`config.mk`:
```
export PLATFORM = sky130hd
export DESIGN_NAME = xif_sqrt_csr
export DESIGN_NICKNAME = d
export VERILOG_FILES = /design/src/rtl/xif_sqrt_pkg.sv /design/src/rtl/sqrt_iter.sv /design/src/rtl/xif_sqrt_csr.sv
export SDC_FILE = /design/constraint.sdc
export NUM_CORES = 1
export LEC_CHECK = 0
export BUFFER_PORTS_ARGS = -buffer_cell sky130_fd_sc_hd__buf_2
export CORE_ASPECT_RATIO = 0.5
export CORE_MARGIN = 2
export CORE_UTILIZATION = 40
export CTS_CLUSTER_DIAMETER = 120
export DETAILED_ROUTE_END_ITERATION = 10
export HOLD_SLACK_MARGIN = 0.02
export PLACE_DENSITY = 0.58
export SETUP_SLACK_MARGIN = 0.2
export SYNTH_ARGS = -nofsm -noshare
export SYNTH_HDL_FRONTEND = slang
export SYNTH_SLANG_ARGS = --single-unit
```
`constraint.sdc`:
```
create_clock -name clk_i -period 4.05 [get_ports clk_i]
set_input_delay 0.81 -clock clk_i [delete_from_list [all_inputs] [get_ports clk_i]]
set_output_delay 0.81 -clock clk_i [all_outputs]
set_load 0.02 [all_outputs]
```
`src/rtl/xif_sqrt_pkg.sv`:
```
// -----------------------------------------------------------------------------
// xif_sqrt_pkg
// Shared constants and types for the memory-mapped integer square-root block:
// register offsets inside the 16-byte window, STATUS bit positions, the number
// of digit iterations and the two-state sequencer enum.
// No ports (package).
// -----------------------------------------------------------------------------
package xif_sqrt_pkg;

   // Byte offsets of the four registers inside the window
   localparam logic [3:0] OFF_X      = 4'h0;
   localparam logic [3:0] OFF_STATUS = 4'h4;
   localparam logic [3:0] OFF_ROOT   = 4'h8;
   localparam logic [3:0] OFF_REM    = 4'hC;

   // Bit positions inside STATUS
   localparam int BIT_BUSY = 0;
   localparam int BIT_DONE = 1;
   localparam int BIT_ERR  = 2;
   localparam int BIT_IE   = 8;

   // One root bit per iteration, 32-bit radicand -> 16 root bits
   localparam int ITERATIONS = 16;
   localparam int CNT_W      = $clog2(ITERATIONS);

   typedef enum logic {
      IDLE = 1'b0,
      CALC = 1'b1
   } sqrt_state_t;

endpackage

```
`src/rtl/sqrt_iter.sv`:
```
// -----------------------------------------------------------------------------
// sqrt_iter
// Restoring digit-by-digit integer square root. A start pulse in IDLE captures
// the radicand; the block then spends exactly ITERATIONS cycles in CALC,
// producing one root bit per cycle, most significant first.
// Ports:
//   clk_i, rst_i  : clock, synchronous active-high reset
//   start         : begin a computation (honoured only when idle)
//   radicand      : 32-bit unsigned value to take the root of
//   busy          : high while a computation is in progress
//   done          : high in the last CALC cycle; root/rem are valid then
//   root          : 16-bit floor(sqrt(radicand)), valid with done
//   rem           : 17-bit radicand - root*root, valid with done
// -----------------------------------------------------------------------------
module sqrt_iter
   import xif_sqrt_pkg::*;
(
   input  logic        clk_i,
   input  logic        rst_i,
   input  logic        start,
   input  logic [31:0] radicand,
   output logic        busy,
   output logic        done,
   output logic [15:0] root,
   output logic [16:0] rem
);

   sqrt_state_t      state;
   logic [CNT_W-1:0] iterCount;
   logic [31:0]      radShift;
   logic [17:0]      remReg;
   logic [15:0]      rootReg;

   logic [19:0]      remShifted;
   logic [19:0]      trialValue;
   logic             trialFits;
   logic [17:0]      remNext;
   logic [15:0]      rootNext;

   // One restoring step: bring down the next two radicand bits, try to
   // subtract 4*root+1, and keep the subtraction only if it does not go
   // negative. The result bit is 1 exactly when the subtraction is kept.
   // Widened to 20 bits so the compare never wraps; the kept remainder
   // always fits in 18 bits.
   always_comb begin
      remShifted = {remReg, radShift[31:30]};
      trialValue = {2'b00, rootReg, 2'b01};
      trialFits  = (remShifted >= trialValue);
      remNext    = remShifted[17:0];
      rootNext   = {rootReg[14:0], 1'b0};
      if (trialFits) begin
         remNext  = 18'(remShifted - trialValue);
         rootNext = {rootReg[14:0], 1'b1};
      end
   end

   // Sequencer and datapath registers. Starting clears the partial root and
   // remainder so nothing from a previous or aborted run leaks in; reset
   // simply drops back to IDLE, so an interrupted run never reports done.
   always_ff @(posedge clk_i) begin
      if (rst_i) begin
         state     <= IDLE;
         iterCount <= '0;
         radShift  <= '0;
         remReg    <= '0;
         rootReg   <= '0;
      end else begin
         case (state)
            IDLE: begin
               if (start) begin
                  state     <= CALC;
                  iterCount <= '0;
                  radShift  <= radicand;
                  remReg    <= '0;
                  rootReg   <= '0;
               end
            end
            CALC: begin
               radShift  <= {radShift[29:0], 2'b00};
               remReg    <= remNext;
               rootReg   <= rootNext;
               iterCount <= iterCount + 1'b1;
               if (iterCount == CNT_W'(ITERATIONS - 1)) begin
                  state <= IDLE;
               end
            end
            default: state <= IDLE;
         endcase
      end
   end

   // The final step's result is handed out combinationally so the register
   // file can capture it on the same edge that ends the last CALC cycle.
   always_comb begin
      busy = (state == CALC);
      done = (state == CALC) && (iterCount == CNT_W'(ITERATIONS - 1));
      root = rootNext;
      rem  = remNext[16:0];
   end

endmodule

```
`src/rtl/xif_sqrt_csr.sv`:
```
// -----------------------------------------------------------------------------
// xif_sqrt_csr
// Bus-attached square-root peripheral. Software writes a radicand to X, the
// block computes floor(sqrt(X)) over 16 cycles, then publishes ROOT and REM,
// sets DONE and optionally raises a level interrupt.
// Register window (BASE_ADDR-relative):
//   +0x0 X      rw   radicand
//   +0x4 STATUS      bit0 BUSY ro, bit1 DONE w1c, bit2 ERR w1c, bit8 IE rw
//   +0x8 ROOT   ro   [15:0]
//   +0xC REM    ro   [16:0]
// Ports:
//   clk_i, rst_i  : clock, synchronous active-high reset
//   xif_req_i     : request, always accepted the same cycle (xif_ack_o)
//   xif_we_i      : 1 write, 0 read
//   xif_addr_bi   : byte address
//   xif_be_bi     : write byte enables
//   xif_wdata_bi  : write data
//   xif_ack_o     : acceptance, mirrors xif_req_i
//   xif_resp_o    : read response valid, one cycle after the read
//   xif_rdata_bo  : read data, zero when xif_resp_o is low
//   irq_o         : registered DONE & IE
// -----------------------------------------------------------------------------
module xif_sqrt_csr
   import xif_sqrt_pkg::*;
#(
   parameter logic [31:0] BASE_ADDR = 32'h80000100
) (
   input  logic        clk_i,
   input  logic        rst_i,
   input  logic        xif_req_i,
   input  logic        xif_we_i,
   input  logic [31:0] xif_addr_bi,
   input  logic [3:0]  xif_be_bi,
   input  logic [31:0] xif_wdata_bi,
   output logic        xif_ack_o,
   output logic        xif_resp_o,
   output logic [31:0] xif_rdata_bo,
   output logic        irq_o
);

   logic [31:0] xReg;
   logic [15:0] rootReg;
   logic [16:0] remReg;
   logic        doneFlag;
   logic        errFlag;
   logic        ieFlag;
   logic        respValid;
   logic [31:0] rdataReg;
   logic        irqReg;

   logic        regHit;
   logic        rdHit;
   logic        wrX;
   logic        wrStatus;
   logic        startCalc;
   logic        errSet;
   logic        errClr;
   logic        doneClr;
   logic        ieWrite;
   logic [31:0] xMerged;
   logic [31:0] statusVal;
   logic [31:0] readVal;
   logic        doneNext;
   logic        errNext;
   logic        ieNext;

   logic        iterBusy;
   logic        iterDone;
   logic [15:0] iterRoot;
   logic [16:0] iterRem;

   assign xif_ack_o    = xif_req_i;
   assign xif_resp_o   = respValid;
   assign xif_rdata_bo = rdataReg;
   assign irq_o        = irqReg;

   sqrt_iter u_iter (
      .clk_i    (clk_i),
      .rst_i    (rst_i),
      .start    (startCalc),
      .radicand (xMerged),
      .busy     (iterBusy),
      .done     (iterDone),
      .root     (iterRoot),
      .rem      (iterRem)
   );

   // Address decode. Only the four word offsets inside the window respond;
   // anything else, including unaligned offsets, is accepted but ignored.
   // A write to X with no byte enabled is treated as no write at all.
   // Writing X while a computation runs is refused and flagged via ERR.
   always_comb begin
      regHit = xif_req_i && (xif_addr_bi[31:4] == BASE_ADDR[31:4]) &&
               ((xif_addr_bi[3:0] == OFF_X)    || (xif_addr_bi[3:0] == OFF_STATUS) ||
                (xif_addr_bi[3:0] == OFF_ROOT) || (xif_addr_bi[3:0] == OFF_REM));
      rdHit     = regHit && !xif_we_i;
      wrX       = regHit && xif_we_i && (xif_addr_bi[3:0] == OFF_X) && (xif_be_bi != 4'h0);
      wrStatus  = regHit && xif_we_i && (xif_addr_bi[3:0] == OFF_STATUS);
      startCalc = wrX && !iterBusy;
      errSet    = wrX && iterBusy;
      doneClr   = wrStatus && xif_be_bi[0] && xif_wdata_bi[BIT_DONE];
      errClr    = wrStatus && xif_be_bi[0] && xif_wdata_bi[BIT_ERR];
      ieWrite   = wrStatus && xif_be_bi[1];
   end

   // Byte-lane merge of the incoming write onto the current X. This merged
   // value is both the new X and the radicand handed to the iterator.
   always_comb begin
      xMerged = xReg;
      for (int b = 0; b < 4; b++) begin
         if (xif_be_bi[b]) begin
            xMerged[8*b +: 8] = xif_wdata_bi[8*b +: 8];
         end
      end
   end

   // Next values of the STATUS flags. Later assignments take priority, so
   // completion beats a same-cycle DONE clear and an ERR set beats a clear.
   // Starting a new computation clears DONE from the previous one.
   always_comb begin
      doneNext = doneFlag;
      if (doneClr)   doneNext = 1'b0;
      if (startCalc) doneNext = 1'b0;
      if (iterDone)  doneNext = 1'b1;
      errNext = errFlag;
      if (errClr) errNext = 1'b0;
      if (errSet) errNext = 1'b1;
      ieNext = ieFlag;
      if (ieWrite) ieNext = xif_wdata_bi[BIT_IE];
   end

   // Read mux for the register addressed this cycle.
   always_comb begin
      statusVal           = '0;
      statusVal[BIT_BUSY] = iterBusy;
      statusVal[BIT_DONE] = doneFlag;
      statusVal[BIT_ERR]  = errFlag;
      statusVal[BIT_IE]   = ieFlag;
      case (xif_addr_bi[3:0])
         OFF_X:      readVal = xReg;
         OFF_STATUS: readVal = statusVal;
         OFF_ROOT:   readVal = {16'h0000, rootReg};
         OFF_REM:    readVal = {15'h0000, remReg};
         default:    readVal = '0;
      endcase
   end

   // Register file, read response and interrupt. ROOT and REM change only on
   // completion, so software never sees a half-finished result. The
   // interrupt is built from the next flag values so it rises and falls on
   // the same edge as DONE.
   always_ff @(posedge clk_i) begin
      if (rst_i) begin
         xReg      <= '0;
         rootReg   <= '0;
         remReg    <= '0;
         doneFlag  <= 1'b0;
         errFlag   <= 1'b0;
         ieFlag    <= 1'b0;
         respValid <= 1'b0;
         rdataReg  <= '0;
         irqReg    <= 1'b0;
      end else begin
         if (startCalc) begin
            xReg <= xMerged;
         end
         if (iterDone) begin
            rootReg <= iterRoot;
            remReg  <= iterRem;
         end
         doneFlag  <= doneNext;
         errFlag   <= errNext;
         ieFlag    <= ieNext;
         respValid <= rdHit;
         rdataReg  <= rdHit ? readVal : 32'h0;
         irqReg    <= doneNext && ieNext;
      end
   end

endmodule

```
==> results of run 1 <==
logic make-up (layout without fill, tap and decap cells):
kind of cell / count (synthesis) / count (layout) / share of synthesized area, %
buffers and inverters: 94 / 179 / 4.67
AND/OR/NAND/NOR: 341 / 341 / 19.3
XOR/XNOR: 13 / 13 / 1.42
multiplexers: 62 / 62 / 8.36
flip-flops: 173 / 173 / 43.2
adder cells (fa/ha/maj): 19 / 19 / 2.96
AO/OA/AOI/OAI: 257 / 257 / 20.1
per-stage QoR:
step,setup WS (ns),utilization [%]
after floorplan,1.29,-
after global placement,1.05,44.7
after detailed placement,0.924,44.7
after CTS,1.11,47.5
after global routing,0.921,47.5
final,1.11,47.5
cells in the mapped netlist (7+ instances only):
cell type,count
dfxtp_1,173
nor2_1,151
a21oi_1,101
nand2_1,93
mux2i_1,58
a211oi_1,54
clkbuf_1,54
o21ai_0,39
inv_1,26
ha_1,19
and2_1,17
o31a_1,16
nand3_1,13
nor3_1,10
nand2b_1,9
o21ai_1,7
xnor2_1,7
state kept, by name, summed over array words and instances, names as in the netlist:
register / flops
doneFlag: 1
errFlag: 1
ieFlag: 1
irq_o: 1
remReg: 17
rootReg: 16
u_iter.busy: 1
u_iter.iterCount: 4
u_iter.radShift: 32
u_iter.remReg: 18
u_iter.rootReg: 16
xReg: 32
xif_rdata_bo: 32
xif_resp_o: 1
where the power goes:
part | leakage [nW] | internal (mW) | total, mW | switching (mW)
Sequential | 1.39 | 1.70 | 1.70 | 0.0000000000275
Combinational | 1.93 | 0.0463 | 0.120 | 0.0738
Clock | 0.253 | 0.804 | 1.52 | 0.718
Total | 3.58 | 2.55 | 3.34 | 0.792
routing by layer:
layer	routed length, um	global-route usage (%)	part of all wire (%)	up-vias
met3	816	4.29	3.8	21
li1	-	-	-	3539
met1	10800	29.3	50	3341
met2	9750	32.3	45	115
met4	289	5.95	1.3	0
met5	0	0	0	-
final cells by class:
type | instances | area [sq um]
fill | 1950 | 10300
multi-input combinational | 692 | 4200
sequential | 173 | 3470
timing repair buffer | 121 | 646
clock buffer | 20 | 447
tap | 266 | 333
inverter | 26 | 97.6
clock inverter | 12 | 88.8
worst max-delay path, stage by stage (launching register included):
cell and delay, ns:
dfxtp_1 0.38, inv_1 0.08, ha_1 0.42, o21ai_0 0.11, a21oi_1 0.34, o32ai_1 0.16
buf_4 0.18, nor2_4 0.55, mux2i_1 0.40, o21ai_0 0.16
how the worst min path moves through the flow:
stage                     cells after the start  slack [ns]                 to              start
after floorplan                               2        0.42  u_iter.remReg[16]  u_iter.remReg[16]
final                                         2        0.45         rootReg[0]         rootReg[0]
after CTS                                     2        0.45         rootReg[0]         rootReg[0]
after detailed placement                      2        0.45         rootReg[0]         rootReg[0]
after global placement                        2        0.44         rootReg[0]         rootReg[0]
after global routing                          2        0.47         rootReg[0]         rootReg[0]
==> reports/metrics.yaml, run 1 <==
global_route:
  grt_pass1_wl_um: 35000
  grt_remaining_overflow: 0
  antenna_found_initial: 0
  grt_util_all_layers_pct: 20.9
  grt_pass1_vias: 6587
  grt_max_degree: 80
drt:
  vias: 7016
  drt_first_pass_iters: 5
  drt-total-wl_um: 21700
  post_drt_wl_per_cell_um: 16.6
  vias_per_cell: 5.36
  drt-initial-drc-count: 472
  ant_nets: 0
  drc_errors: 0
place:
  dp_cells: 1278
  routabilityCongestion: 0.837
  io_buffers: 106
  dp_hpwl_um: 15300
  dpl_cell_area_sq_um: 8740
floorplan:
  core_sq_um: 19500
  die_w_um: 204
  start_util_pct: 41.0
  dieArea_sq_um: 21300
  rows: 36
  die_h_um: 104
  ioPinCount: 107
clock_network:
  worstSkewPairLatency_ns: 0.44
  ctsHoldBuffers: 0
  cts-root-to-sink-buffers: 2
  cts.clk_slew.worst_paths_ns: 0.07
  cts_resized: 0
  htreeDepth: 4
  cts_buffers: 17
  post_cts_buffers: 0
  clkSinkCount: 173
  cts_tree: "built"
  root_buffer: "clkbuf_16"
sta:
  skew_ns: 0.00781
  setup_viol: 0
  hold_viol_final: 0
  tns_ns: 0
  maxSlewHeadroom_pct: 40.6
  finalCriticalPeriod_ns: 2.94
  worst_slew_pin_slew_ns: 0.888
  slew_violations: 0
  fmax_mhz: 341
  fin_crit_sh_pct: 72.5
  rsz0062_at_grt: "false"
  hold_slack_ns: 0.454
yosys:
  synth_area_sq_um: 8020
  yosys.area.top_type: "dfxtp_1"
  yosysSeqAreaShare_pct: 43.2
  synth_nets: 1050
  avgSynthCellArea_sq_um: 8.36
  postSynthCellCount: 959
  synthArstFlopShare_pct: 0
  yosysWarnings: 0
  synth_area_leaders: "dfxtp_1 (43%), mux2i_1 (7.2%), nor2_1 (7.1%)"
  yosysUniqueCellTypes: 62
  yosys.area.top_type_share_pct: 43.2
  yosys_most_used_dff: "dfxtp_1"
  synth_seq_cells: 173
  synth_edf_count: 0
pwr:
  leakagePower_nw: 3.58
  pwr_density_cell_nw_per_um2: 360
  power_mw: 3.34
  ir_drop_mv: 0.231
layout:
  final_cells: 1310
  fin_area_sq_um: 9280
  syn2layout_area_growth_pct: 15.7
  antenna_cells: 0
  mostFrequentLayoutCells: "dfxtp_1 (172), nor2_1 (151), buf_2 (105), a21oi_1 (101), nand2_1 (93)"
  mostFrequentLayoutCell: "dfxtp_1"
  layout.nets: 1122
  layout-drive-gt1-share_pct: 15.9
setup_path:
  rr_endpoint: "u_iter.remReg[8]"
  reg2reg_from: "u_iter.rootReg[12]"
  cp-start-kind: "register"
  r2r_cells: 9
  crit_fanout: 18
  worstSetupStartpoint: "u_iter.rootReg[12]"
  worstPathArrival_ns: 3.23
  crit_type: "register to register"
  end_kind: "register"
  rrSetupSlack_ns: 1.11
  crit_required_ns: 4.34
  crit_path_end: "u_iter.remReg[8]"
run:
  maxCapViolations: 0
worst_hold_path:
  min_path_type: "register to register"
outcome:
  status: "completed"
No activity file was read; power rests on OpenSTA's default activity.
==> inputs of run 2 (changes only) <==
--- a/config.mk
+++ b/config.mk
@@ -5,6 +5,7 @@
 export SDC_FILE = /design/constraint.sdc
 export NUM_CORES = 1
 export LEC_CHECK = 0
+export ABC_AREA = 1
 export BUFFER_PORTS_ARGS = -buffer_cell sky130_fd_sc_hd__buf_2
 export CORE_ASPECT_RATIO = 0.5
 export CORE_MARGIN = 2
==> constraint.sdc (replaced) <==
create_clock -name clk_i -period 3 [get_ports clk_i]
set_input_delay 0.6 -clock clk_i [delete_from_list [all_inputs] [get_ports clk_i]]
set_output_delay 0.6 -clock clk_i [all_outputs]
set_load 0.02 [all_outputs]
==> reports/metrics.yaml, run 2 <==
layout:
  mostFrequentLayoutCells: "nand2_1 (435), dfxtp_1 (172), inv_1 (130), nand3_1 (109), buf_2 (106)"
  fin_util_pct: 47.1  # -0.35 points
  mostFrequentLayoutCell: "nand2_1"
  fillCellCount: 2145  # +10%
  regArea_sq_um: 3460  # about the same
  layout-drive-gt1-share_pct: 14.6  # -1.3 points
  antenna_cells: 0  # unchanged
  syn2layout_area_growth_pct: 15.0
  layout.nets: 1416  # +26%
  multiInputGateArea_sq_um: 4140  # -1.4%
yosys:
  yosys_most_used_dff: "dfxtp_1"
  synth_edf_count: 0  # unchanged
  yosysWarnings: 0  # unchanged
  yosysUniqueCellTypes: 36  # -42%
  yosys.area.top_type_share_pct: 41.0  # -2.1 points
  yosysMostFrequentCell: "nand2_1"
  avgSynthCellArea_sq_um: 6.77  # -19%
  yosys.area.top_type: "dfxtp_1"
  postSynthCellCount: 1246  # +30%
  synthArstFlopShare_pct: 0  # unchanged
  synth_seq_cells: 173  # unchanged
  synth_area_leaders: "dfxtp_1 (41%), nand2_1 (19%), nand3_1 (6.5%)"
  synth_area_sq_um: 8440  # +5.2%
  yosysSeqAreaShare_pct: 41.0  # -2.1 points
  synth_common_cells: "nand2_1 (435), dfxtp_1 (173), inv_1 (131), nand3_1 (109), a21oi_1 (97)"
  synth_nets: 1337  # +27%
drt:
  post_drt_wl_per_cell_um: 15.4  # -6.7%
  drt-total-wl_um: 24900  # +15%
  drc_errors: 0  # unchanged
  vias: 8153  # +16%
  drt_first_pass_iters: 5  # unchanged
  vias_per_cell: 5.06  # -5.4%
  drt-initial-drc-count: 643  # +36%
  ant_nets: 0  # unchanged
setup_path:
  path_delay_family: "simple AND/OR/NAND/NOR gates"
  rr_endpoint: "remReg[1]"
  crit_type: "register to register"
  worst_path_most_repeated_cell: "nand2_1"
  cpMaxStageDelayCell: "ha_1"
  reg2reg_from: "u_iter.rootReg[11]"
  slowest_delay_ns: 0.41  # -0.14 ns
  worstSetupStartpoint: "u_iter.rootReg[11]"
  end_kind: "register"
  crit_required_ns: 3.30  # -1.04 ns
  cp-start-kind: "register"
  cp_cell_sequence: "inv_1 -> ha_1 -> nand2_1 -> nor2_1 -> nand2_1 -> nor2_1 -> nand2_1 -> nand2_1 -> nor2_4 -> nand2_2 -> nand2_1 -> nand3_1 -> o21ai_0"
  worstPathArrival_ns: 2.81  # -0.42 ns
  crit_fanout: 20  # +2
  rrSetupSlack_ns: 0.48  # -0.63 ns
  cp.depth: 13  # +4
  critPathBufInv: 1  # -1
  crit_path_end: "remReg[1]"
  r2r_cells: 13  # +4
sta:
  skew_ns: 0.00973  # +0.00192 ns
  maxSlewHeadroom_pct: 40.9  # +0.35 points
  fin_crit_sh_pct: 83.9  # +11 points
  setup_viol: 0  # unchanged
  tns_ns: 0  # unchanged
  worst_slew_pin_slew_ns: 0.886  # -0.00200 ns
  slew_violations: 0  # unchanged
  hold_viol_final: 0  # unchanged
  finalCriticalPeriod_ns: 2.52  # -0.420 ns
  fmax_mhz: 398  # +17%
  hold_slack_ns: 0.455  # +0.00134 ns
  rsz0062_at_grt: "false"
worst_hold_path:
  min_path_type: "register to register"
global_route:
  grt_remaining_overflow: 0  # unchanged
  antenna_found_initial: 0  # unchanged
  grt_max_degree: 77  # -3.8%
  grt_pass1_wl_um: 40100  # +15%
  grt_util_all_layers_pct: 22.7  # +1.8 points
  grt_pass1_vias: 7618  # +16%
place:
  io_buffers: 106  # unchanged
  dp_hpwl_um: 18000  # +17%
  routabilityCongestion: 0.850  # +1.6%
clock_network:
  ctsHoldBuffers: 0  # unchanged
  worstSkewPairLatency_ns: 0.43  # about the same
  cts.clk_slew.worst_paths_ns: 0.07  # about the same
  cts_resized: 0  # unchanged
  post_cts_buffers: 0  # unchanged
  cts_buffers: 17  # unchanged
  root_buffer: "clkbuf_16"
  clkSinkCount: 173  # unchanged
  cts-root-to-sink-buffers: 2  # unchanged
  htreeDepth: 4  # unchanged
  cts_tree: "built"
floorplan:
  die_h_um: 107  # +2.5%
  die_w_um: 209  # +2.5%
  dieArea_sq_um: 22300  # +5.1%
  ioPinCount: 107  # unchanged
  rows: 37  # +2.8%
  start_util_pct: 41.0  # -0.061 points
  core_sq_um: 20600  # +5.4%
pwr:
  ir_drop_mv: 0.455  # +97%
  pwr_density_cell_nw_per_um2: 479  # +33%
  power_mw: 4.65  # +39%
  leakagePower_nw: 4.16  # +16%
outcome:
  status: "completed"
run:
  maxCapViolations: 0  # unchanged
==> run 2: changes by cell type after synthesis, sizes merged, moves of 7 or more <==
cell and delta:
mux2i -58, buf +16, nor3 +16, a31oi +7, nand2 +345, o21ai +34, nand3 +108, inv +108
clkbuf -18, nor2 -103, and2 -16, nand2b -9, o31a -16, a211oi -54
==> run 2: layout make-up <==
type	count	share of cell area (%)
multi-input combinational	872	42.7
sequential	173	35.7
timing repair buffer	126	7.01
inverter	135	5.22
clock buffer	17	4.38
tap	273	3.52
clock inverter	14	1.50
==> run 2: kinds of logic (layout without fill, tap and decap cells) <==
group | count (synthesis) | count (layout) | synth area share (%)
flip-flops | 173 | 173 | 41.0
adder cells (fa/ha/maj) | 19 | 19 | 2.82
multiplexers | 1 | 1 | 0.133
AO/OA/AOI/OAI | 195 | 195 | 12.4
XOR/XNOR | 7 | 7 | 0.727
AND/OR/NAND/NOR | 650 | 650 | 33.0
buffers and inverters | 201 | 292 | 9.89
==> run 2: worst min-delay path by stage <==
stage | from | endpoint | depth (start not counted)
final | remReg[7] | remReg[7] | 2
after global routing | rootReg[0] | rootReg[0] | 2
after CTS | rootReg[0] | rootReg[0] | 2
after detailed placement | rootReg[0] | rootReg[0] | 2
after global placement | rootReg[7] | rootReg[7] | 2
after floorplan | remReg[11] | remReg[11] | 2
==> run 2: power by group <==
group          total (mW)    switching, mW  internal [mW]
logic               0.179            0.119         0.0597
registers            2.30  0.0000000000103           2.30
clock network        2.18            0.953           1.22
==> run 2: stage by stage <==
| step | instances | setup slack [ns] | instance area [sq um] |
|---|---|---|---|
| after detailed placement | 1579 | 0.399 | 9130 |
| final | 1610 | 0.484 | 9700 |
| after global routing | 1610 | 0.250 | 9700 |
| after global placement | 1579 | 0.485 | 9130 |
| after CTS | 1610 | 0.501 | 9700 |
| after floorplan | 1246 | 1.14 | 8440 |
==> run 2: metal layers <==
layer | vias up | global-route usage [%] | share of wire, %
li1 | 4142 | - | -
met1 | 3814 | 32.2 | 50
met2 | 180 | 36.5 | 45
met3 | 17 | 3.31 | 4.4
met4 | 0 | 5.26 | 0.88
met5 | - | 0 | 0
==> run 2: worst register-to-register path: stages (launching register included) <==
cell and delay, ns:
dfxtp_1 0.35, inv_1 0.11, ha_1 0.41, nand2_1 0.15
nor2_1 0.19, nand2_1 0.10, nor2_1 0.10, nand2_1 0.05
nand2_1 0.10, nor2_4 0.04, nand2_2 0.36, nand2_1 0.15
nand3_1 0.17, o21ai_0 0.12
==> inputs of run 3 (changes only) <==
==> constraint.sdc (replaced) <==
create_clock -name clk_i -period 2.45 [get_ports clk_i]
set_input_delay 0.49 -clock clk_i [delete_from_list [all_inputs] [get_ports clk_i]]
set_output_delay 0.49 -clock clk_i [all_outputs]
set_load 0.02 [all_outputs]
==> reports/metrics.yaml, run 3 (synthesis gave the netlist of run 2 again) <==
pwr:
  p_int_mw: 4.65  # +30%
  pwr_density_cell_nw_per_um2: 588  # +23%
  p_seq_share_pct: 46.7  # -2.6 points
  p_sw_share_pct: 22.7  # -0.36 points
  ir_drop_mv: 0.452  # -0.83%
  pwr-share-comb_pct: 3.8  # about the same
  leakagePower_nw: 4.34  # +4.3%
  p_sw_mw: 1.37  # +27%
  pwr-share-clk_pct: 49.5  # +2.7 points
outcome:
  status: "completed"
layout:
  layout-drive-gt1-share_pct: 19.1  # +4.6 points
  mostFrequentLayoutCell: "nand2_1"
  fin_area_sq_um: 10200  # +5.5%
  layout.nets: 1436  # +1.4%
  fillCellCount: 2081  # -3.0%
  syn2layout_area_growth_pct: 21.3
  mostFrequentLayoutCells: "nand2_1 (424), dfxtp_1 (163), inv_1 (126), nand3_1 (109), buf_2 (106)"
place:
  routabilityCongestion: 0.857  # +0.81%
  dpl_cell_area_sq_um: 9270  # +1.5%
  dp_hpwl_um: 17900  # -0.53%
  io_buffers: 106  # unchanged
floorplan:
  core_sq_um: 20600  # unchanged
  ioPinCount: 107  # unchanged
  die_h_um: 107  # unchanged
  rows: 37  # unchanged
  dieArea_sq_um: 22300  # unchanged
  start_util_pct: 41.0  # unchanged
  die_w_um: 209  # unchanged
clock_network:
  clkSinkCount: 173  # unchanged
  worstSkewPairLatency_ns: 0.43  # about the same
  htreeDepth: 4  # unchanged
  cts_tree: "built"
  cts_buffers: 17  # unchanged
  root_buffer: "clkbuf_16"
  cts.clk_slew.worst_paths_ns: 0.07  # about the same
  cts-root-to-sink-buffers: 2  # unchanged
  ctsHoldBuffers: 0  # unchanged
global_route:
  grt_pass1_wl_um: 40900  # +1.9%
  grt_max_degree: 77  # unchanged
  grt_pass1_vias: 7922  # +4.0%
  grt_util_all_layers_pct: 23.2  # +0.54 points
  grt_remaining_overflow: 0  # unchanged
  antenna_found_initial: 1  # +1
sta:
  slew_violations: 0  # unchanged
  tns_ns: 0  # unchanged
  fmax_mhz: 467  # +18%
  rsz0062_at_grt: "false"
  maxSlewHeadroom_pct: 39.8  # -1.1 points
  finalCriticalPeriod_ns: 2.14  # -0.375 ns
  worst_slew_pin_slew_ns: 0.903  # +0.0166 ns
  fin_crit_sh_pct: 87.4  # +3.5 points
  skew_ns: 0.00882  # -0.000910 ns
  setup_viol: 0  # unchanged
  hold_viol_final: 0  # unchanged
setup_path:
  cp-start-kind: "register"
  r2r_cells: 15  # +2
  crit_required_ns: 2.81  # -0.49 ns
  rrSetupSlack_ns: 0.31  # -0.18 ns
  end_kind: "register"
  crit_fanout: 10  # -50%
  crit_type: "register to register"
  worstPathArrival_ns: 2.50  # -0.31 ns
  rr_endpoint: "u_iter.remReg[5]"
  reg2reg_from: "u_iter.rootReg[8]"
drt:
  drt-initial-drc-count: 677  # +5.3%
  ant_nets: 0  # unchanged
  drt-total-wl_um: 25300  # +1.7%
  drt_first_pass_iters: 5  # unchanged
  post_drt_wl_per_cell_um: 15.5  # +0.35%
  vias: 8293  # +1.7%
  drc_errors: 0  # unchanged
  vias_per_cell: 5.08  # +0.35%
worst_hold_path:
  hold_path.startpoint: "xif_wdata_bi[8]"
  worstHoldEndpoint: "ieFlag"
  hold_depth: 3  # +1
  min_path_type: "input pin to register"
run:
  maxCapViolations: 0  # unchanged
==> run 3: metrics by stage <==
stage	std cells	setup slack (ns)	hold slack (ns)	utilization (%)	power, mW
2_1_floorplan	1246	0.586	0.426	-	2.99
3_3_place_gp	1594	0.142	0.439	45.0	3.10
3_5_place_dp	1594	0.0787	0.442	45.0	3.10
4_1_cts	1626	0.202	0.358	48.6	6.08
5_1_grt	1632	0.162	0.393	49.7	6.22
6_report	1632	0.309	0.375	49.7	6.02
==> run 3: worst max-delay path, stage by stage, from the launching register on <==
cell and delay [ns]:
dfxtp_2 0.34, inv_1 0.09, ha_4 0.32, nand2_2 0.09
nor2_4 0.14, nand2_1 0.08, nor2_1 0.09, nand2_1 0.08
nand2_2 0.09, nor2_4 0.05, nand2_4 0.11, buf_12 0.15
nand2_1 0.06, nand2_1 0.11, nand2_1 0.11, a21oi_2 0.18
==> run 3: worst max path at each step <==
stage / start / end / slack, ns / depth (start not counted)
finish: u_iter.rootReg[8] / u_iter.remReg[5] / 0.31 / 15
global route: u_iter.rootReg[0] / u_iter.remReg[5] / 0.16 / 13
CTS: u_iter.rootReg[3] / u_iter.remReg[12] / 0.20 / 13
detailed placement: u_iter.rootReg[11] / u_iter.remReg[12] / 0.08 / 15
global placement: u_iter.rootReg[11] / u_iter.remReg[12] / 0.14 / 15
floorplan: u_iter.rootReg[9] / u_iter.remReg[2] / 0.59 / 13
==> run 3: per-layer routing <==
metal	global-route usage [%]	wire (um)	up-vias
li1	-	-	4190
met1	31.3	11900	3850
met4	6.53	285	0
met5	0	0	-
met2	38.6	11600	231
met3	3.87	1480	22
==> run 3: cell type report <==
cell class	instances	area, sq um	share of cell area [%]
Multi-Input combinational cell	872	4380	42.8
Sequential cell	173	3480	33.9
Timing Repair Buffer	146	885	8.64
Inverter	135	507	4.95
Clock buffer	18	439	4.29
Tap cell	273	342	3.34
Clock inverter	14	206	2.02
Antenna cell	1	2.50	0.0244
==> run 3: what timing repair did <==
item	in CTS	in global routing
endpoints found under the setup margin	8	35
resized for setup	15	42
pin swaps	1	10
cloned	0	1
setup buffers	0	4
==> run 3: power groups by stage <==
stage | sequential [mW] | clock (mW) | combinational, mW
final | 2.81 | 2.98 | 0.226
after global routing | 2.81 | 3.16 | 0.255
after CTS | 2.81 | 3.04 | 0.227
after detailed placement | 2.88 | 0 | 0.226
after global placement | 2.88 | 0 | 0.224
after floorplan | 2.88 | 0 | 0.117
